`src/rtl/alu_pkg.sv`:
```
// alu_pkg: shared constants and helpers for the ALU execute pipe.
//   Opcode encodings (instr[24:21]), NZCV bit indices, and opcode class
//   helpers used by the combinational core.
package alu_pkg;

    localparam logic [3:0] OP_AND = 4'h0;
    localparam logic [3:0] OP_EOR = 4'h1;
    localparam logic [3:0] OP_SUB = 4'h2;
    localparam logic [3:0] OP_RSB = 4'h3;
    localparam logic [3:0] OP_ADD = 4'h4;
    localparam logic [3:0] OP_ADC = 4'h5;
    localparam logic [3:0] OP_SBC = 4'h6;
    localparam logic [3:0] OP_RSC = 4'h7;
    localparam logic [3:0] OP_TST = 4'h8;
    localparam logic [3:0] OP_TEQ = 4'h9;
    localparam logic [3:0] OP_CMP = 4'hA;
    localparam logic [3:0] OP_CMN = 4'hB;
    localparam logic [3:0] OP_ORR = 4'hC;
    localparam logic [3:0] OP_MOV = 4'hD;
    localparam logic [3:0] OP_BIC = 4'hE;
    localparam logic [3:0] OP_MVN = 4'hF;

    localparam int FLAG_N = 3;
    localparam int FLAG_Z = 2;
    localparam int FLAG_C = 1;
    localparam int FLAG_V = 0;

    // Logical ops take C from the shifter and leave V alone.
    function automatic logic is_logical(input logic [3:0] op);
        case (op)
            OP_AND, OP_EOR, OP_TST, OP_TEQ,
            OP_ORR, OP_MOV, OP_BIC, OP_MVN: is_logical = 1'b1;
            default:                        is_logical = 1'b0;
        endcase
    endfunction

    // Test ops update flags only; they never write Rd.
    function automatic logic is_test(input logic [3:0] op);
        is_test = (op == OP_TST) || (op == OP_TEQ) || (op == OP_CMP) || (op == OP_CMN);
    endfunction

endpackage

```
`src/rtl/alu_exec_core.sv`:
```
// alu_exec_core: purely combinational data-processing unit.
//   a, b      : operands (b already muxed between rm and operand2)
//   opcode    : 4-bit data-processing opcode
//   flags_cur : current NZCV register (C used as carry-in)
//   shift_c   : shifter carry-out, becomes C for logical ops
//   r         : WIDTH-bit result
//   nzcv_next : candidate NZCV value if this op sets flags
//   wr_en     : op writes Rd
module alu_exec_core
    import alu_pkg::*;
#(
    parameter int WIDTH = 32
) (
    input  logic [WIDTH-1:0] a,
    input  logic [WIDTH-1:0] b,
    input  logic [3:0]       opcode,
    input  logic [3:0]       flags_cur,
    input  logic             shift_c,
    output logic [WIDTH-1:0] r,
    output logic [3:0]       nzcv_next,
    output logic             wr_en
);

    logic [WIDTH-1:0] x, y;
    logic             cin;
    logic [WIDTH:0]   sum;
    logic             cout, ovf;

    // Every arithmetic op reduces to x + y + cin with the inversions folded
    // into x/y, so a single adder covers all eight of them.
    always_comb begin
        x   = a;
        y   = b;
        cin = 1'b0;
        case (opcode)
            OP_SUB, OP_CMP: begin y = ~b;          cin = 1'b1;              end
            OP_RSB:         begin x = b;  y = ~a;  cin = 1'b1;              end
            OP_ADC:         begin                  cin = flags_cur[FLAG_C]; end
            OP_SBC:         begin y = ~b;          cin = flags_cur[FLAG_C]; end
            OP_RSC:         begin x = b;  y = ~a;  cin = flags_cur[FLAG_C]; end
            default:        ;
        endcase
    end

    assign sum  = {1'b0, x} + {1'b0, y} + {{WIDTH{1'b0}}, cin};
    assign cout = sum[WIDTH];
    assign ovf  = (x[WIDTH-1] == y[WIDTH-1]) && (sum[WIDTH-1] != x[WIDTH-1]);

    always_comb begin
        r = sum[WIDTH-1:0];
        case (opcode)
            OP_AND, OP_TST: r = a & b;
            OP_EOR, OP_TEQ: r = a ^ b;
            OP_ORR:         r = a | b;
            OP_MOV:         r = b;
            OP_BIC:         r = a & ~b;
            OP_MVN:         r = ~b;
            default:        ;
        endcase
    end

    always_comb begin
        nzcv_next         = flags_cur;
        nzcv_next[FLAG_N] = r[WIDTH-1];
        nzcv_next[FLAG_Z] = (r == '0);
        if (is_logical(opcode)) begin
            nzcv_next[FLAG_C] = shift_c;
        end else begin
            nzcv_next[FLAG_C] = cout;
            nzcv_next[FLAG_V] = ovf;
        end
    end

    assign wr_en = !is_test(opcode);

endmodule

```
`src/rtl/alu_exec_pipe.sv`:
```
// alu_exec_pipe: ALU execute stage between decode and writeback.
//   clk, reset        : rising-edge clock, synchronous active-high reset
//   in_valid/in_ready : decode handshake; in_ready = buffer not full
//   imm_sel, opcode, set_flags, shift_c, rn, rm, operand2 : operation fields
//   out_valid/out_ready : writeback handshake on buffer head
//   result, wr_en     : head entry contents (zero when buffer empty)
//   flags             : architectural NZCV register
module alu_exec_pipe
    import alu_pkg::*;
#(
    parameter int WIDTH     = 32,
    parameter int BUF_DEPTH = 2
) (
    input  logic             clk,
    input  logic             reset,
    input  logic             in_valid,
    output logic             in_ready,
    input  logic             imm_sel,
    input  logic [3:0]       opcode,
    input  logic             set_flags,
    input  logic             shift_c,
    input  logic [WIDTH-1:0] rn,
    input  logic [WIDTH-1:0] rm,
    input  logic [WIDTH-1:0] operand2,
    output logic             out_valid,
    input  logic             out_ready,
    output logic [WIDTH-1:0] result,
    output logic             wr_en,
    output logic [3:0]       flags
);

    logic [WIDTH-1:0] buf_result [BUF_DEPTH];
    logic             buf_wr     [BUF_DEPTH];
    logic             rd_ptr, wr_ptr;
    logic [1:0]       count;
    logic [3:0]       flags_q;

    logic [WIDTH-1:0] core_r;
    logic [3:0]       core_nzcv;
    logic             core_wr;
    logic             push, pop;

    alu_exec_core #(.WIDTH(WIDTH)) u_core (
        .a         (rn),
        .b         (imm_sel ? operand2 : rm),
        .opcode    (opcode),
        .flags_cur (flags_q),
        .shift_c   (shift_c),
        .r         (core_r),
        .nzcv_next (core_nzcv),
        .wr_en     (core_wr)
    );

    // With depth 1 the pointer must stay at entry 0.
    function automatic logic ptr_inc(input logic p);
        ptr_inc = (BUF_DEPTH == 1) ? 1'b0 : ~p;
    endfunction

    // Registered count only, so the decode side never sees a path from out_ready.
    assign in_ready  = (count < 2'(BUF_DEPTH));
    assign out_valid = (count != 2'd0);
    assign push      = in_valid && in_ready;
    assign pop       = out_valid && out_ready;

    assign result = out_valid ? buf_result[rd_ptr] : '0;
    assign wr_en  = out_valid && buf_wr[rd_ptr];
    assign flags  = flags_q;

    always_ff @(posedge clk) begin
        if (reset) begin
            rd_ptr  <= 1'b0;
            wr_ptr  <= 1'b0;
            count   <= 2'd0;
            flags_q <= 4'b0000;
            for (int i = 0; i < BUF_DEPTH; i++) begin
                buf_result[i] <= '0;
                buf_wr[i]     <= 1'b0;
            end
        end else begin
            if (push) begin
                buf_result[wr_ptr] <= core_r;
                buf_wr[wr_ptr]     <= core_wr;
                wr_ptr             <= ptr_inc(wr_ptr);
                if (set_flags) flags_q <= core_nzcv;
            end
            if (pop) rd_ptr <= ptr_inc(rd_ptr);
            case ({push, pop})
                2'b10:   count <= count + 2'd1;
                2'b01:   count <= count - 2'd1;
                default: ;
            endcase
        end
    end

endmodule

```
`config.mk`:
```
export PLATFORM = sky130hd
export DESIGN_NAME = alu_exec_pipe
export DESIGN_NICKNAME = d
export VERILOG_FILES = /design/src/rtl/alu_pkg.sv /design/src/rtl/alu_exec_core.sv /design/src/rtl/alu_exec_pipe.sv
export SDC_FILE = /design/constraint.sdc
export NUM_CORES = 1
export LEC_CHECK = 0
export CORE_AREA = 4 4 178 180
export CTS_CLUSTER_SIZE = 10
export DETAILED_ROUTE_END_ITERATION = 16
export DIE_AREA = 0 0 182 184
export PLACE_DENSITY = 0.52
export SLEW_MARGIN = 25
export SYNTH_ARGS = -nofsm -noshare
export SYNTH_HDL_FRONTEND = slang
export SYNTH_SLANG_ARGS = --single-unit
```
`constraint.sdc`:
```
create_clock -name clk -period 14.2 [get_ports clk]
set_input_delay 4.26 -clock clk [delete_from_list [all_inputs] [get_ports clk]]
set_output_delay 4.26 -clock clk [all_outputs]
set_load 0.03 [all_outputs]
```
# == Word-level counts from Yosys, hierarchy flattened ==
# Memories as Yosys holds them, arrays and structs flattened. A register that Yosys moved wholly into a read port is not among the register bits.
# Cells that the tools add are included.
# totals
regBits,8
latchBits,0
romBits,16
output_inout_bits,39
ram_bits,66
mem_count,3
elab_cells,85
# mem_list
memory,depth,word_bits,read_ports,rd_clocked_by_memory_dff,write_ports,line_no,source
buf_result,2,32,1,1,2,alu_exec_pipe.sv:32,logic [WIDTH-1:0] buf_result [BUF_DEPTH];
(name not given),16,1,1,0,0,alu_pkg.sv:30,case (op)
buf_wr,2,1,1,1,2,alu_exec_pipe.sv:33,logic buf_wr [BUF_DEPTH];
# op_classes
eq_ne,18
n_shift,0
muxes,23
n_mul,0
reduce_logical,22
add_sub_neg,4
bitwise,9
order_cmp,1
n_div,0
# ops
op,n
one-hot mux 32 bit (6 select lines),1
2-to-1 mux 32 bit,4
AND 32 bit,2
NOT 32 bit,2
one-hot mux 32 bit (2 select lines),1
adder 32 x 32 -> 33 bit,1
adder 33 x 1 -> 33 bit,1
== test 4 bit (second input constant),8
logical NOT 32 bit,1
OR 32 bit,1
OR reduction 32 bit,1
XOR 32 bit,1
2-to-1 mux 1 bit,15
== test 4 x 3 -> 1 bit (second input constant),3
OR reduction 3 bit,3
== test 4 x 2 -> 1 bit (second input constant),2
OR reduction 2 bit,3
== test 4 x 1 -> 1 bit (second input constant),1
logical AND 1 bit,4
logical NOT 4 bit,1
one-hot mux 2 bit (2 select lines),1
nonzero test 2 bit,2
logical OR 1 bit,3
NOT 1 bit,3
other kinds (12),12

# == Depth between registers and ports, before layout ==
# logic_depth
ltp_word,7
mapped_depth,22
depth_no_buf,17

# == Cells and area by module ==
# From an unflattened synthesis, not the netlist that was laid out.
# unflattened
cells_unflattened,1146
area_unflattened_um2,8843.5
# by_module_without_submodules
mod,instances,area_per_inst_um2,seq_area_each_um2,cells_per_inst
alu_exec_core,1,5117.4,0.0,848
alu_exec_pipe,1,3726.1,2162.1,298

# == Worst setup path before layout ==
# No wires, ideal clock.
# synth_timing
kind,input to register
startpoint,input port opcode[0]
endpoint,"register flags_q[2], in the netlist flags[2]"
setup_time_ns,0.087
slack_ns,5.092
cell_stages,22
path_buffers,7
arrival_time_ns,9.021
cell_sequence,buf_2 buf_2 buf_2 buf_1 buf_1 nand3_1 clkbuf_1 buf_1 a21oi_1 fa_1 inv_1 fa_1 a21o_1 a21oi_1 o21ai_0 mux2i_1 a2111oi_4 and4bb_1 and4_1 nand4_1 or4b_1 o31ai_1
# synth_via
elab_chain_len,7
elab_cells_between_ends,27
cone_classes,add/sub (2); eq/ne (13); mux (4); reduce/logical (8)
# synth_rtl
item,line_no,source
start: declaration,alu_exec_pipe.sv:19,"input logic [3:0] opcode,"
"== test 4 x 2 -> 1 bit, or another cell as far along",alu_exec_core.sv:35,case (opcode)
OR reduction 3 bit (no line) / OR reduction 2 bit (equally long branches),n/a,
one-hot mux 32 bit (2 select lines) / 2-to-1 mux 32 bit (equally long branches),alu_exec_core.sv:35,
adder 32 x 32 -> 33 bit,alu_exec_core.sv:45,"assign sum = {1'b0, x} + {1'b0, y} + {{WIDTH{1'b0}}, cin};"
adder 33 x 1 -> 33 bit,alu_exec_core.sv:45,
one-hot mux 32 bit (6 select lines) *,alu_exec_core.sv:51,case (opcode)
logical NOT 32 bit *,alu_exec_core.sv:65,nzcv_next[FLAG_Z] = (r == '0);
end signal: assignment,alu_exec_pipe.sv:84,if (set_flags) flags_q <= core_nzcv;
end: declaration,alu_exec_pipe.sv:36,logic [3:0] flags_q;
# Mark *: on every way between the ends. The rest lies on a longest branch, timed or not.
# A chain may end at the register's enable or synchronous reset.

# == Worst setup path in the final report ==
# layout_timing
startpoint,input port opcode[3]
endpoint,"register flags_q[2], in the netlist flags[2]"
# The elaborated chain is that of the path after synthesis.

==> impl_metrics.json <==
{
  "place_congestion": 0.935,
  "synth_flop_cell": "edfxtp_1",
  "ys_seq_elements": 75,
  "synth_edf_count": 66,
  "finalClockSkew_ns": 0.00301,
  "cp-start-kind": "primary input",
  "numCtsBuffers": 9,
  "final_common_cell": "nor2_1",
  "htreeDepth": 3,
  "insertion_delay_ns": 0.33,
  "wirelength_um": 29900,
  "status": "finished, final reports clean",
  "wl_per_cell_um": 18.8,
  "rows": 64,
  "yosys_warnings": 0,
  "fin_crit_sh": 0.684,
  "syn_nets": 1274,
  "seq_area_frac_synth": 0.244,
  "dieHeight_um": 184,
  "clock_sinks": 75,
  "vdd_ir_drop_max_mv": 0.0580,
  "async_flop_share": 0,
  "hp-class": "reg2reg",
  "final_cell_mix": "nor2_1 (150), clkdlybuf4s50_1 (142), nand2_1 (118)",
  "critPathKind": "in2reg",
  "fmax_ghz": 0.103,
  "port_buffers": 145,
  "dpl_cell_area_um2": 10500,
  "ant_nets": 0,
  "vias": 8671,
  "netlist_area_um2": 8880,
  "syn_avg_cell_area_um2": 8.06,
  "drive_gt1_frac": 0.0659,
  "maxCapViolations": 0,
  "postCtsSetupBuffers": 0,
  "endpoint_kind": "register",
  "cts_buffer_depth": 2,
  "io_pins": 146,
  "vias_per_cell": 5.44,
  "grt_max_degree": 98,
  "areaGrowthSynthToFinish_pct": 21.6,
  "syn_inst": 1101,
  "timing_hold_violations_final": 0,
  "slew_headroom": 0.319,
  "post-dp-hpwl_um": 22200,
  "drcViolationCount": 0,
  "tightest_slew_ns": 1.02,
  "overflow": 0,
  "crit_required_ns": 14.45,
  "drtIter0Drc": 643,
  "period_needed_ns": 9.71,
  "diodes": 0,
  "synth_cell_types": 86,
  "post_cts_resized": 0,
  "die-area_um2": 33500,
  "rsz0062_at_grt": "no",
  "die_w_um": 182,
  "antenna_found_initial": 0,
  "p_leak_nw": 4.07,
  "drv_slew": 0,
  "clk_pin_slew_ns": 0.06,
  "grt_pass1_wl_um": 47400,
  "start_util": 0.294,
  "cp_max_fo": 97,
  "nNetsFinal": 1366,
  "design_area_um2": 10800,
  "finalSetupViolCount": 0,
  "final.setup.tns_ns": 0,
  "power_density_nw_per_um2": 108,
  "cts.root.buffer_cell": "clkbuf_16",
  "grt_pass1_vias": 8264,
  "postCtsHoldBufs": 0,
  "arrival_ns": 9.96,
  "core_area_um2": 30200,
  "tritoncts": "yes",
  "drt-pass1-iter-count": 5,
  "grtUsageTotal": 0.176
}
-- path summary, 6_finish.rpt --
| path | endpoint | cells after the start | slack [ns] | start |
|---|---|---|---|---|
| worst max-delay path | flags[2] | 17 | 4.49 | opcode[3] |
| worst min-delay path | flags[3] | 2 | 0.51 | flags[3] |
| worst max register to register | flags[2] | 16 | 9.84 | flags[1] |
| worst min register to register | flags[3] | 2 | 0.51 | flags[3] |
-- stage by stage --
step                instances  worst slack, ns  hold WS (ns)  total power [mW]   util
finish                   1594             4.49         0.506              1.16  0.358
global route             1594             4.01         0.538              1.25  0.358
CTS                      1594             4.57         0.508              1.17  0.358
detailed placement       1578             4.22         0.501             0.972  0.349
global placement         1578             4.31         0.493             0.971  0.349
floorplan                1101             5.09         0.471             0.750      -
-- layer usage --
metal / GRT usage / vias up / wire length [µm] / part of all wire
met5: 0 / - / 0 / 0
met4: 0.0495 / 0 / 670 / 0.022
met3: 0.0271 / 41 / 1950 / 0.065
met2: 0.278 / 320 / 13300 / 0.44
met1: 0.250 / 4021 / 14000 / 0.47
li1: - / 4289 / - / -
-- state kept, by name, summed over array words and instances, names as in the netlist, named ones only --
register / flops
rd_ptr: 1
flags: 4
buf_wr: 2
count: 2
buf_result: 64
wr_ptr: 1
-- layout make-up --
cell class              instances  area [µm²]
fillers                      3074       19400
flip-flops and latches         75        2170
multi-input cells             901        6150
clock inverters                 7        35.0
repair buffers                162        1560
clock buffers                   9         225
well taps                     396         495
inverters                      44         165
-- kinds of logic after synthesis --
| family | count (synthesis) | share of synthesized area |
|---|---|---|
| flops | 75 | 0.244 |
| fa+ha+maj | 66 | 0.0947 |
| simple gates | 384 | 0.195 |
| xor+xnor | 22 | 0.0217 |
| compound gates | 346 | 0.268 |
| mux | 83 | 0.109 |
| buf+inv | 125 | 0.0686 |
-- worst max-delay path: stages --
cell and delay, ns:
clkdlybuf4s50_1 0.54, inv_1 0.21, nand3_4 0.69, o21ai_2 0.36, buf_4 0.40, o221ai_1 0.20
ha_1 0.37, a21oi_1 0.26, inv_1 0.11, o31ai_4 0.40, xnor2_1 0.12, a211oi_1 0.70
and2_1 0.21, and4_1 0.20, nand4_1 0.13, or4b_1 0.55, o31ai_1 0.23
-- report_power, final --
part	leakage, nW	switching (mW)	internal [mW]
Clock	0.131	0.0815	0.116
Combinational	3.17	0.392	0.255
Sequential	0.774	0.0308	0.289
-- synth_stat cells (4+ instances only) --
cell / number / share of area
and3_1: 6 / 0.0042
o31ai_1: 4 / 0.0034
ha_1: 64 / 0.090
nand2b_1: 15 / 0.011
edfxtp_1: 66 / 0.22
o21bai_1: 5 / 0.0042
a21oi_1: 71 / 0.040
o21a_1: 6 / 0.0051
nor2_1: 153 / 0.065
nand2_1: 118 / 0.050
buf_4: 5 / 0.0042
xnor2_1: 14 / 0.014
nand4_1: 9 / 0.0063
o311ai_0: 7 / 0.0069
o31a_1: 5 / 0.0049
a31oi_1: 9 / 0.0063
dfxtp_1: 9 / 0.020
mux2i_1: 67 / 0.076
xor2_1: 8 / 0.0079
a221oi_1: 5 / 0.0049
o221ai_1: 33 / 0.033
o21ai_1: 5 / 0.0028
nand3_1: 15 / 0.0085
clkbuf_1: 47 / 0.020
mux2i_2: 6 / 0.0093
a211o_1: 5 / 0.0049
a22oi_1: 4 / 0.0034
a211oi_1: 20 / 0.017
inv_1: 44 / 0.019
buf_6: 9 / 0.011
o211ai_1: 22 / 0.019
nor2b_1: 12 / 0.0085
or3_1: 6 / 0.0042
nor4_1: 5 / 0.0035
buf_2: 14 / 0.0079
nor3_1: 19 / 0.011
and4_1: 7 / 0.0069
o32ai_1: 5 / 0.0049
a21o_1: 10 / 0.0085
mux2i_4: 9 / 0.023
and2_1: 5 / 0.0035
o21ai_0: 90 / 0.051
Power figures use the tool's default switching activity.
